File: src/rtl/uart_pkg.sv
// Shared types and baud-timing helper for the uart_txrx UART.
package uart_pkg;

  localparam int DATA_BITS = 8;

  typedef enum logic [1:0] {
    IDLE  = 2'd0,
    START = 2'd1,
    DATA  = 2'd2,
    STOP  = 2'd3
  } uart_state_e;

  // Clocks per bit, rounded to nearest.
  function automatic int calc_bit_cycles(input int clk_freq, input int baud);
    return (clk_freq + baud / 2) / baud;
  endfunction

endpackage

File: src/rtl/uart_bit_timer.sv
// Loadable down-counter; tick is high during the last cycle of the loaded period.
module uart_bit_timer #(
  parameter int W = 10
) (
  input  logic         clk,
  input  logic         rst,
  input  logic         load,
  input  logic [W-1:0] load_val,
  output logic         tick
);

  logic [W-1:0] cnt;

  always_ff @(posedge clk or posedge rst) begin
    if (rst) begin
      cnt <= '0;
    end else if (load) begin
      cnt <= load_val;
    end else if (cnt != '0) begin
      cnt <= cnt - W'(1);
    end else begin
      cnt <= cnt;
    end
  end

  assign tick = (cnt == W'(1));

endmodule

File: src/rtl/uart_txrx.sv
// Full-duplex 8N1 UART transmitter and receiver sharing one baud setting.
// Optional macro UART_FRAME_ERR_EN adds the sticky rx_frame_err output.
module uart_txrx
  import uart_pkg::*;
#(
  parameter int CLK_FREQ = 90_000_000,
  parameter int BAUD     = 115200
) (
  input  logic       clk,
  input  logic       rst,
  input  logic       rxd,
  output logic       txd,
  input  logic       tx_start,
  input  logic [7:0] tx_data,
  output logic       tx_busy,
  output logic       rx_data_ready,
  input  logic       rx_clear,
`ifdef UART_FRAME_ERR_EN
  output logic       rx_frame_err,
`endif
  output logic [7:0] rx_data
);

  localparam int BIT_CYCLES = calc_bit_cycles(CLK_FREQ, BAUD);
  localparam int TW = $clog2(BIT_CYCLES + 1);
  localparam logic [TW-1:0] FULL_BIT = TW'(BIT_CYCLES);
  localparam logic [TW-1:0] HALF_BIT = TW'(BIT_CYCLES / 2);

  if (BIT_CYCLES < 4) begin : g_bit_cycles_check
    $error("uart_txrx: BIT_CYCLES must be at least 4");
  end

  // ---------------- transmitter ----------------
  uart_state_e          tx_state, tx_state_nxt;
  logic [DATA_BITS-1:0] tx_shift;
  logic [2:0]           tx_idx;
  logic                 tx_load, tx_tick;

  uart_bit_timer #(.W(TW)) u_tx_timer (
    .clk      (clk),
    .rst      (rst),
    .load     (tx_load),
    .load_val (FULL_BIT),
    .tick     (tx_tick)
  );

  always_ff @(posedge clk or posedge rst) begin
    if (rst) tx_state <= IDLE;
    else     tx_state <= tx_state_nxt;
  end

  always_comb begin
    tx_state_nxt = tx_state;
    tx_load      = 1'b0;
    case (tx_state)
      IDLE: begin
        if (tx_start) begin
          tx_state_nxt = START;
          tx_load      = 1'b1;
        end else begin
          tx_state_nxt = IDLE;
        end
      end
      START: begin
        if (tx_tick) begin
          tx_state_nxt = DATA;
          tx_load      = 1'b1;
        end else begin
          tx_state_nxt = START;
        end
      end
      DATA: begin
        if (tx_tick) begin
          tx_load      = 1'b1;
          tx_state_nxt = (tx_idx == 3'd7) ? STOP : DATA;
        end else begin
          tx_state_nxt = DATA;
        end
      end
      STOP: begin
        if (tx_tick) tx_state_nxt = IDLE;
        else         tx_state_nxt = STOP;
      end
      default: tx_state_nxt = IDLE;
    endcase
  end

  // txd is registered so each bit change lands exactly on a timer boundary.
  always_ff @(posedge clk or posedge rst) begin
    if (rst) begin
      tx_shift <= '0;
      tx_idx   <= 3'd0;
      txd      <= 1'b1;
      tx_busy  <= 1'b0;
    end else begin
      case (tx_state)
        IDLE: begin
          if (tx_start) begin
            tx_shift <= tx_data;
            tx_idx   <= 3'd0;
            txd      <= 1'b0;
            tx_busy  <= 1'b1;
          end
        end
        START: begin
          if (tx_tick) begin
            txd      <= tx_shift[0];
            tx_shift <= {1'b0, tx_shift[DATA_BITS-1:1]};
          end
        end
        DATA: begin
          if (tx_tick) begin
            if (tx_idx == 3'd7) begin
              txd <= 1'b1;
            end else begin
              txd      <= tx_shift[0];
              tx_shift <= {1'b0, tx_shift[DATA_BITS-1:1]};
              tx_idx   <= tx_idx + 3'd1;
            end
          end
        end
        STOP: begin
          if (tx_tick) tx_busy <= 1'b0;
        end
        default: begin
          txd     <= 1'b1;
          tx_busy <= 1'b0;
        end
      endcase
    end
  end

  // ---------------- receiver ----------------
  uart_state_e          rx_state, rx_state_nxt;
  logic [1:0]           rx_sync;
  logic                 rx_bit;
  logic [DATA_BITS-1:0] rx_shift;
  logic [2:0]           rx_idx;
  logic                 rx_wait;
  logic                 rx_load, rx_tick, rx_done, rx_bad;
  logic [TW-1:0]        rx_load_val;

  always_ff @(posedge clk or posedge rst) begin
    if (rst) rx_sync <= 2'b11;
    else     rx_sync <= {rx_sync[0], rxd};
  end

  assign rx_bit = rx_sync[1];

  uart_bit_timer #(.W(TW)) u_rx_timer (
    .clk      (clk),
    .rst      (rst),
    .load     (rx_load),
    .load_val (rx_load_val),
    .tick     (rx_tick)
  );

  always_ff @(posedge clk or posedge rst) begin
    if (rst) rx_state <= IDLE;
    else     rx_state <= rx_state_nxt;
  end

  // A half-bit load in START puts every later sample at mid-bit.
  always_comb begin
    rx_state_nxt = rx_state;
    rx_load      = 1'b0;
    rx_load_val  = FULL_BIT;
    rx_done      = 1'b0;
    rx_bad       = 1'b0;
    case (rx_state)
      IDLE: begin
        if (!rx_bit) begin
          rx_state_nxt = START;
          rx_load      = 1'b1;
          rx_load_val  = HALF_BIT;
        end else begin
          rx_state_nxt = IDLE;
        end
      end
      START: begin
        if (rx_tick) begin
          rx_state_nxt = rx_bit ? IDLE : DATA;
          rx_load      = ~rx_bit;
        end else begin
          rx_state_nxt = START;
        end
      end
      DATA: begin
        if (rx_tick) begin
          rx_load      = 1'b1;
          rx_state_nxt = (rx_idx == 3'd7) ? STOP : DATA;
        end else begin
          rx_state_nxt = DATA;
        end
      end
      STOP: begin
        if (rx_tick) begin
          rx_done      = rx_bit;
          rx_bad       = ~rx_bit;
          rx_state_nxt = rx_bit ? IDLE : STOP;
        end else if (rx_wait && rx_bit) begin
          rx_state_nxt = IDLE;
        end else begin
          rx_state_nxt = STOP;
        end
      end
      default: rx_state_nxt = IDLE;
    endcase
  end

  always_ff @(posedge clk or posedge rst) begin
    if (rst) begin
      rx_shift <= '0;
      rx_idx   <= 3'd0;
      rx_wait  <= 1'b0;
    end else begin
      if (rx_state == START) begin
        rx_idx <= 3'd0;
      end else if (rx_state == DATA && rx_tick) begin
        rx_shift <= {rx_bit, rx_shift[DATA_BITS-1:1]};
        rx_idx   <= rx_idx + 3'd1;
      end
      if (rx_bad)                    rx_wait <= 1'b1;
      else if (rx_state_nxt == IDLE) rx_wait <= 1'b0;
    end
  end

  // A completing byte beats a simultaneous rx_clear.
  always_ff @(posedge clk or posedge rst) begin
    if (rst) begin
      rx_data       <= 8'h00;
      rx_data_ready <= 1'b0;
    end else if (rx_done) begin
      rx_data       <= rx_shift;
      rx_data_ready <= 1'b1;
    end else if (rx_clear) begin
      rx_data_ready <= 1'b0;
    end
  end

`ifdef UART_FRAME_ERR_EN
  always_ff @(posedge clk or posedge rst) begin
    if (rst)           rx_frame_err <= 1'b0;
    else if (rx_done)  rx_frame_err <= 1'b0;
    else if (rx_bad)   rx_frame_err <= 1'b1;
    else if (rx_clear) rx_frame_err <= 1'b0;
  end
`endif

endmodule

File: config.mk
export PLATFORM = sky130hd
export DESIGN_NAME = uart_txrx
export DESIGN_NICKNAME = d
export VERILOG_FILES = /design/src/rtl/uart_pkg.sv /design/src/rtl/uart_bit_timer.sv /design/src/rtl/uart_txrx.sv
export SDC_FILE = /design/constraint.sdc
export NUM_CORES = 1
export LEC_CHECK = 0
export CAP_MARGIN = 0
export CELL_PAD_IN_SITES_DETAIL_PLACEMENT = 0
export CELL_PAD_IN_SITES_GLOBAL_PLACEMENT = 1
export CORE_ASPECT_RATIO = 0.8
export CORE_MARGIN = 5
export CORE_UTILIZATION = 50
export DETAILED_ROUTE_END_ITERATION = 10
export PLACE_DENSITY_LB_ADDON = 0.1
export SLEW_MARGIN = 0
export SYNTH_ARGS = -nofsm -noshare
export SYNTH_HDL_FRONTEND = slang
export SYNTH_HIERARCHICAL = 1
export SYNTH_SLANG_ARGS = --single-unit
File: constraint.sdc
create_clock -name clk -period 8.9 [get_ports clk]
set_input_delay 1.78 -clock clk [delete_from_list [all_inputs] [get_ports clk]]
set_output_delay 1.78 -clock clk [all_outputs]
set_load 0.01 [all_outputs]
# == Word level (Yosys, flattened, before mapping) ==
# Index checks and enable logic that the tools add are counted.
# classes
n_shift,0
reduce_logical,21
order_cmp,0
n_div,0
eq_ne,15
muxes,54
multipliers,0
bitwise_logic,2
n_addsub,4
# op_table
operator,count
2-to-1 mux 10 bit,6
2-to-1 mux 8 bit,4
2-to-1 mux 1 bit,24
one-hot mux 8 bit (3 select lines),1
"== test 10 x 1 -> 1 bit, second input constant",2
nonzero test 10 bit,2
"subtractor 10 x 1 -> 10 bit, second input constant",2
one-hot mux 2 bit (4 select lines),2
2-to-1 mux 3 bit,5
2-to-1 mux 2 bit,7
nonzero test 2 bit,7
"inequality test 2 bit, second input constant",5
"== test 2 bit, second input constant",4
AND reduction 4 bit,2
"adder 3 x 1 -> 3 bit, second input constant",2
"== test 3 bit, second input constant",2
logical NOT 2 bit,3
one-hot mux 1 bit (3 select lines),2
one-hot mux 3 bit (2 select lines),1
AND reduction 5 bit,1
"== test 2 x 1 -> 1 bit, second input constant",2
one-hot mux 1 bit (2 select lines),2
AND reduction 3 bit,1
nonzero test 3 bit,1
4 further kinds,6
# word_totals
word_cells,110
memories,0
latchBits,0
out_inout_bits,11
input_bits,13
mem_bits_rw,0
rom_bits,0
ff_bits,60

# == Depth between registers and ports, before layout ==
# Gate-level depths: netlist of the first run.
# logic_depth
word_depth,7
mapped_depth,11
mapped_depth_nobuf,9

# == Modules after synthesis ==
# The synthesis of the first run kept the hierarchy.
# by_module_without_submodules
mod,cells_per_inst,seq_area_each_um2,area_each_um2,instances
uart_txrx,161,1004.7,1951.9,1
uart_bit_timer (u_rx_timer),74,250.2,660.6,1
uart_bit_timer (u_tx_timer),71,250.2,660.6,1

# == Least setup slack after synthesis of the first run ==
# No wires, ideal clock.
# synth_timing
path_type,register to register
start,register u_rx_timer.cnt[5]
end,register u_rx_timer.cnt[2]
n_path_buf,2
synth_period_minus_slack_ns,3.210
setup_slack_ns,5.690
t_required_ns,8.799
stages_incl_launch_ff,10
arrival_time_ns,3.109
setup_ns,0.101
cell_sequence,dfrtp_1 or4_1 buf_2 nor3_1 clkbuf_1 nor2b_1 o31ai_1 clkinv_1 and3_1 nor4_1
# synth_via
elab_chain_len,4
word_cells_on_any_way,7
cone_classes,eq/ne (1); mux (4); reduce/logical (2)
# synth_lines
element,line,text
from (decl),uart_bit_timer.sv:12,logic [W-1:0] cnt;
from (signal assigned),uart_bit_timer.sv:18,cnt <= load_val;
from (signal assigned),uart_bit_timer.sv:20,cnt <= cnt - W'(1);
from (signal assigned),uart_bit_timer.sv:22,cnt <= cnt;
== test 10 x 1 -> 1 bit (*),uart_bit_timer.sv:26,assign tick = (cnt == W'(1));
net rx_tick,uart_txrx.sv:140,"logic rx_load, rx_tick, rx_done, rx_bad;"
2-to-1 mux 1 bit (on tied branches),"uart_txrx.sv:189, uart_txrx.sv:181",
one-hot mux 1 bit (3 select lines) (*),uart_txrx.sv:170,case (rx_state)
net rx_load,uart_txrx.sv:140,
2-to-1 mux 10 bit / nonzero test 2 bit (equally long branches),-,
# Mark *: on every way through the listed nets, which the timed path passes. The rest lies on a longest branch.
# A chain may end at the register's enable or synchronous reset.

# == Final worst setup path of the first run ==
# Same ends and word-level chain as after synthesis.

==> results by group, run 1 <==
Run status
  – Status: complete, no violations

STA
  – Fmax achieved: between 0.2 and 0.25 GHz
  – Max-slew headroom: 0.234
  – Final Hold Viols: 0
  – Minimum clock period: 4280 ps
  – Total negative setup slack: 0 ps
  – Final Max Tran Viols: 0
  – Worst-margin pin slew: 1140 ps
  – Unrepaired setup endpoints after global routing: no
  – Hold slack: about 360 ps
  – Final period util: 0.480
  – Setup violations, final: 0
  – Worst Skew: 7.49 ps

Worst setup path
  – Reg2reg end: u_rx_timer/cnt[2]
  – FF-to-FF path depth: 7
  – FF-to-FF setup slack: roughly 4600 ps
  – Critical path peak fanout: 16
  – Crit Path Class: register to register
  – R2R Path Start: u_rx_timer/cnt[5]
  – Setup crit start: u_rx_timer/cnt[5]
  – Req. time, crit path: 9140 ps
  – Startpoint types: register
  – Worst Setup End Kind: register
  – Crit path capture: u_rx_timer/cnt[2]
  – Critical Path AT: 4520 ps

Hold path
  – Hold crit path type: register to register
  – HP Start: rx_sync[0]

Yosys
  – Ranking of synthesized cells by area: dfrtp_1, mux2_2, ha_1
  – EDFF count, synth: 0
  – Count of cell types in the netlist: 61
  – Synth top area share: 0.436
  – Synth top cells by count: dfrtp_1, mux2_2, nand2_1
  – Synth area leader: dfrtp_1
  – Mapped Area: 0.00327 mm^2
  – Sequential-to-total area share from yosys stat: 0.460
  – Top-count cell post-synth: dfrtp_1
  – Yosys warns: 6
  – Gate Count Post-Synth: about 300
  – Mean Syn Cell Area: 10.7 um^2
  – Commonest register cell after synthesis: dfrtp_1
  – #FFs+latches synth: 60
  – Synth async-reset ratio: 1.00

Floorplanning
  – Placeable Area: 0.00638 mm^2
  – Die height: 82.4 um
  – Initial Utilization: 0.513
  – Die width: about 100 um
  – I/O pin count: 24
  – Die area: between 0.008 and 0.009 mm^2
  – Rows: 26

Job
  – Max Cap Viol: 0

Global route
  – Largest net degree at the start of global routing: 40
  – Antenna violations before repair: 0
  – Overflow after GRT: 0
  – Total GRT Usage: 0.161
  – Global-route wire length before repair: roughly 10000 um
  – Number of global-route vias before repair: 2271

Cells and area
  – Final nets: 370
  – Share of cells above drive strength 1: 0.181
  – Area of the multi-input gates: around 0.0017 mm^2
  – Seq. cell area: roughly 0.0015 mm^2
  – Filler Cell Count: 555
  – Layout area overhead: 16.4%
  – Ant diodes: 0
  – Finished Layout Cells: 432

Clock tree
  – CTS clk-pin slew, worst paths: ~80 ps
  – Postcts setup bufs: 0
  – Post-CTS Resized: 0
  – Clk sinks: 60
  – CTS tree: done
  – CTS Buf Count: 9
  – Hold-fix buffers, CTS: 0
  – Clk buf depth: 2
  – # H-tree levels: 3
  – Root buf cell: clkbuf_8
  – Worst-skew pair later-pin latency: between 300 and 400 ps

Placement
  – Hpwl dp: approximately 4300 um
  – Final GP Congestion: 0.877
  – Placed cell count: 416
  – Buffers on Ports: 23

Pwr
  – Cell Pwr Density: between 200 and 300 mW/mm^2
  – Leak pwr: 0.00158 uW
  – Peak VDD IR: 152 uV

Detailed routing
  – Post-DRT Antenna Nets: 0
  – Via count: ~2300
  – Routed length per placed instance: around 14 um
  – Final wirelength: 6050 um
  – First drt pass iteration count: 4
  – DRC: 0
  – Iter 0 DRT Violations: 82
  – Via density: about 5.4
-- per-layer routing --
metal | global-route usage | vias to the layer above | wire [um] | part of all wire
met1 | 0.218 | 1128 | 3050 | 0.50
met5 | 0 | - | 0 | 0
met4 | 0.0471 | 0 | 42 | 0.0069
li1 | - | 1179 | - | -
met2 | 0.250 | 27 | 2760 | 0.46
met3 | 0.0512 | 4 | 197 | 0.033
-- cell families after synthesis --
kind of cell,after synthesis,share of synthesized area
AND/OR/NAND/NOR,95,0.171
adder cells (fa/ha/maj),14,0.0535
AO/OA/AOI/OAI,61,0.133
XOR/XNOR,4,0.0107
buffers and inverters,31,0.0371
other,2,0.00229
flip-flops,60,0.460
multiplexers,39,0.132
-- metrics by stage --
step	worst slack (ps)	instance area, um^2	total power, uW	util
2_1_floorplan	5690	3320	694	-
3_3_place_gp	4790	3630	768	0.569
3_5_place_dp	4680	3630	775	0.569
4_1_cts	4640	3810	1010	0.597
5_1_grt	4170	3810	1080	0.597
6_report	4620	3810	995	0.597
-- area by class of cell --
type	count	area share
clock buffers	9	0.0325
repair buffers	25	0.0644
multi-input cells	228	0.446
well taps	84	0.0276
flip-flops and latches	60	0.395
inverters	19	0.0187
clock inverters	7	0.0151
-- cell usage in the layout, fill, tap and decap left out, drive strengths merged, types with 3 or more instances in the layout --
cell	instances
a31oi	4
nand2b	3
or4b	3
o21ai	14
mux2i	5
clkdlybuf4s50	23
nor2	16
clkinvlp	3
o211ai	3
dfrtp	57
nor4	9
a22o	4
nor2b	7
conb	15
a211oi	3
inv	21
nor3	14
a41oi	3
clkbuf	9
nand4	3
dfstp	3
nand2	22
ha	14
nand3	4
a21oi	9
mux2	34
or2	3
-- where the power goes --
part	internal, uW	total (uW)	leakage [uW]	switching (uW)
Clock	104	224	0.0000829	119
Sequential	349	439	0.000750	90.3
Combinational	167	332	0.000751	165
-- state kept, by name, indices dropped and copies added (netlist names) --
name and cells:
rx_shift 8, u_tx_timer/cnt 10, rx_idx 3, rx_data_ready 1
rx_wait 1, tx_state 2, rx_state 2, tx_idx 3
u_rx_timer/cnt 10, tx_busy 1, rx_sync 2, tx_shift 8
rx_data 8, txd 1
-- critical path, stage by stage, from the launching register on --
cell	delay (ps)
dfrtp_1	440
or4_1	690
nor3_1	840
nor2b_1	160
o31ai_2	940
clkinv_1	560
and3_1	330
nor4_1	210
-- worst min-delay path by stage --
| stage | slack (ps) | to | depth (start not counted) |
|---|---|---|---|
| after floorplan | 350 | rx_sync[1] | 0 |
| after global routing | 370 | rx_sync[1] | 0 |
| final | 360 | rx_sync[1] | 0 |
| after CTS | 360 | rx_sync[1] | 0 |
| after global placement | 350 | rx_sync[1] | 0 |
| after detailed placement | 350 | rx_sync[1] | 0 |
Power figures use the tool's default switching activity.
==> inputs of run 2 (changes only) <==
Settings changed: CORE_UTILIZATION 50 to 42.
Clock period 8.9 ns to 3.7 ns, I/O delays scaled along.
==> run 2 against run 1 <==
  * Sequential share of layout area down 0.41 points
  * Routed wire length rose by 7.0%
  * Register-to-register slack got worse by 4000 ps
  * Total power grew 140%
  * Flip-flop and latch count unchanged
  * Sequential power is 140% higher
  * Cell count grew 5.3%
  * Clock skew is 4.4 ps higher
  * Highest routed layer unchanged
  * Largest power group unchanged
==> results by group, run 2 (same netlist as run 1, synthesis figures left out) <==
Clock tree
  – # H-tree levels: 3 (unchanged)
  – Clk buf depth: 2 (unchanged)
  – Postcts setup bufs: 0 (unchanged)
  – Hold-fix buffers, CTS: 0 (unchanged)
  – CTS tree: done
  – Worst-skew pair later-pin latency: 350 ps (+20 ps)
  – CTS Buf Count: 9 (unchanged)
  – Post-CTS Resized: 0 (unchanged)
  – Clk sinks: 60 (unchanged)
  – Root buf cell: clkbuf_8
  – CTS clk-pin slew, worst paths: 80 ps (about the same)

Pwr
  – Net Sw Power: 912 uW (+140%)
  – Leak pwr: 0.00160 uW (+1.2%)
  – Clock share of power: 0.226 (about the same)
  – Switching share of power: 0.379 (+0.00286)
  – Cell Pwr Density: 625 mW/mm^2 (+140%)
  – Peak VDD IR: 269 uV (+77%)
  – Gate power share: 0.334 (about the same)
  – Sequential power share: 0.440 (about the same)
  – Internal: 1490 uW (+140%)

STA
  – Final period util: 0.840 (+0.360)
  – Setup violations, final: 0 (unchanged)
  – Total negative setup slack: 0 ps (unchanged)
  – Worst-margin pin slew: 656 ps (-486 ps)
  – Final Max Tran Viols: 0 (unchanged)
  – Minimum clock period: 3110 ps (-1170 ps)
  – Worst Skew: 11.9 ps (+4.42 ps)
  – Max-slew headroom: 0.562 (+0.328)
  – Fmax achieved: 0.322 GHz (+38%)
  – Unrepaired setup endpoints after global routing: no
  – Final Hold Viols: 0 (unchanged)

Floorplanning
  – Initial Utilization: 0.437 (-0.0768)
  – I/O pin count: 24 (unchanged)
  – Die height: 89.0 um (+8.0%)
  – Rows: 28 (+7.7%)
  – Placeable Area: 0.00750 mm^2 (+18%)
  – Die width: 109 um (+8.2%)
  – Die area: 0.00967 mm^2 (+17%)

Global route
  – Largest net degree at the start of global routing: 24 (-40%)
  – Antenna violations before repair: 0 (unchanged)
  – Global-route wire length before repair: 11200 um (+6.3%)
  – Number of global-route vias before repair: 2287 (+0.70%)
  – Total GRT Usage: 0.147 (-0.0148)
  – Overflow after GRT: 0 (unchanged)

Cells and area
  – Most frequent cells in the layout: dfrtp_1, mux2_2, clkdlybuf4s50_1, nand2_1, inv_1
  – Share of cells above drive strength 1: 0.186 (+0.00468)
  – Most common cell after layout, fill and taps aside: dfrtp_1
  – Ant diodes: 0 (unchanged)
  – Final nets: 372 (+0.54%)
  – Layout area overhead: 17.6%
  – Largest regs: u_rx_timer/cnt: 10 flops, u_tx_timer/cnt: 10 flops
  – Finished Layout Cells: 455 (+5.3%)

Detailed routing
  – First drt pass iteration count: 4 (unchanged)
  – Post-DRT Antenna Nets: 0 (unchanged)
  – DRC: 0 (unchanged)
  – Via count: 2333 (-0.21%)
  – Iter 0 DRT Violations: 59 (-28%)
  – Routed length per placed instance: 14.2 um (+1.5%)
  – Via density: 5.13 (-5.3%)
  – Final wirelength: 6480 um (+7.0%)

Hold path
  – Hold crit path type: register to register

Job
  – Max Cap Viol: 0 (unchanged)

Run status
  – Status: complete, no violations

Placement
  – Hpwl dp: 4560 um (+5.9%)
  – Final GP Congestion: 0.745 (-15%)
  – Placed cell count: 439 (+5.5%)
  – Buffers on Ports: 23 (unchanged)

Worst setup path
  – Req. time, crit path: 3920 ps (-5220 ps)
  – Crit Path Class: register to register
  – Critical path peak fanout: 8 (-8)
  – Critical Path AT: 3330 ps (-1190 ps)
  – Worst Setup End Kind: register
  – Startpoint types: register
==> run 2: cell count changes in the layout (fill, tap and decap cells not counted) <==
cell | previous run | this run
buf_4 | 2 | 4
clkinvlp_4 | 3 | 1
clkinv_4 | 1 | 2
clkinv_2 | 0 | 1
==> run 2: per-stage QoR <==
step / setup WS, ps / hold WS, ps / utilization / total power, uW / instance area [um^2]
global route: 396 / 367 / 0.513 / 2590 / 3850
finish: 591 / 360 / 0.513 / 2410 / 3850
global placement: 640 / 348 / 0.489 / 1860 / 3670
CTS: 581 / 362 / 0.513 / 2440 / 3850
detailed placement: 613 / 349 / 0.489 / 1870 / 3670
floorplan: 490 / 345 / - / 1670 / 3320
==> run 2: area by class of cell <==
class                           instances  area [um^2]
Multi-Input combinational cell        228         1700
Timing Repair Buffer                   27          260
Clock inverter                          7         56.3
Inverter                               19         71.3
Fill cell                             751         3650
Sequential cell                        60         1510
Clock buffer                            9          124
Tap cell                              105          131
==> run 2: path summary, 6_finish.rpt <==
check | start | end | slack (ps) | cells past startpoint
min | rx_sync[0] | rx_sync[1] | 360 | 0
min reg2reg | rx_sync[0] | rx_sync[1] | 360 | 0
min in group asynchronous | rst | u_rx_timer/cnt[5] | 760 | 2
max | u_tx_timer/cnt[5] | tx_shift[3] | 590 | 6
max in group asynchronous | rst | rx_sync[0] | 2030 | 3
max reg2reg | u_tx_timer/cnt[5] | tx_shift[3] | 590 | 6
==> run 2: power groups by stage <==
stage,logic (uW),clock network (uW),registers [uW]
2_1_floorplan,682,0,988
3_5_place_dp,807,0,1070
4_1_cts,812,574,1060
3_3_place_gp,792,0,1060
6_report,804,543,1060
5_1_grt,908,591,1090
==> run 2: metal layers <==
metal  vias up  share of wire  global-route usage
met5         -              0                   0
met4         0         0.0094              0.0516
met3         6          0.032              0.0440
met2        31           0.47               0.226
met1      1111           0.49               0.198
li1       1185              -                   -
==> run 2: critical path, stage by stage (launching register included) <==
cell       delay (ps)
dfrtp_1           430
or4_4             600
or2_1             270
nor2_1            480
nand2b_4          140
a2111oi_4         660
mux2_2            400
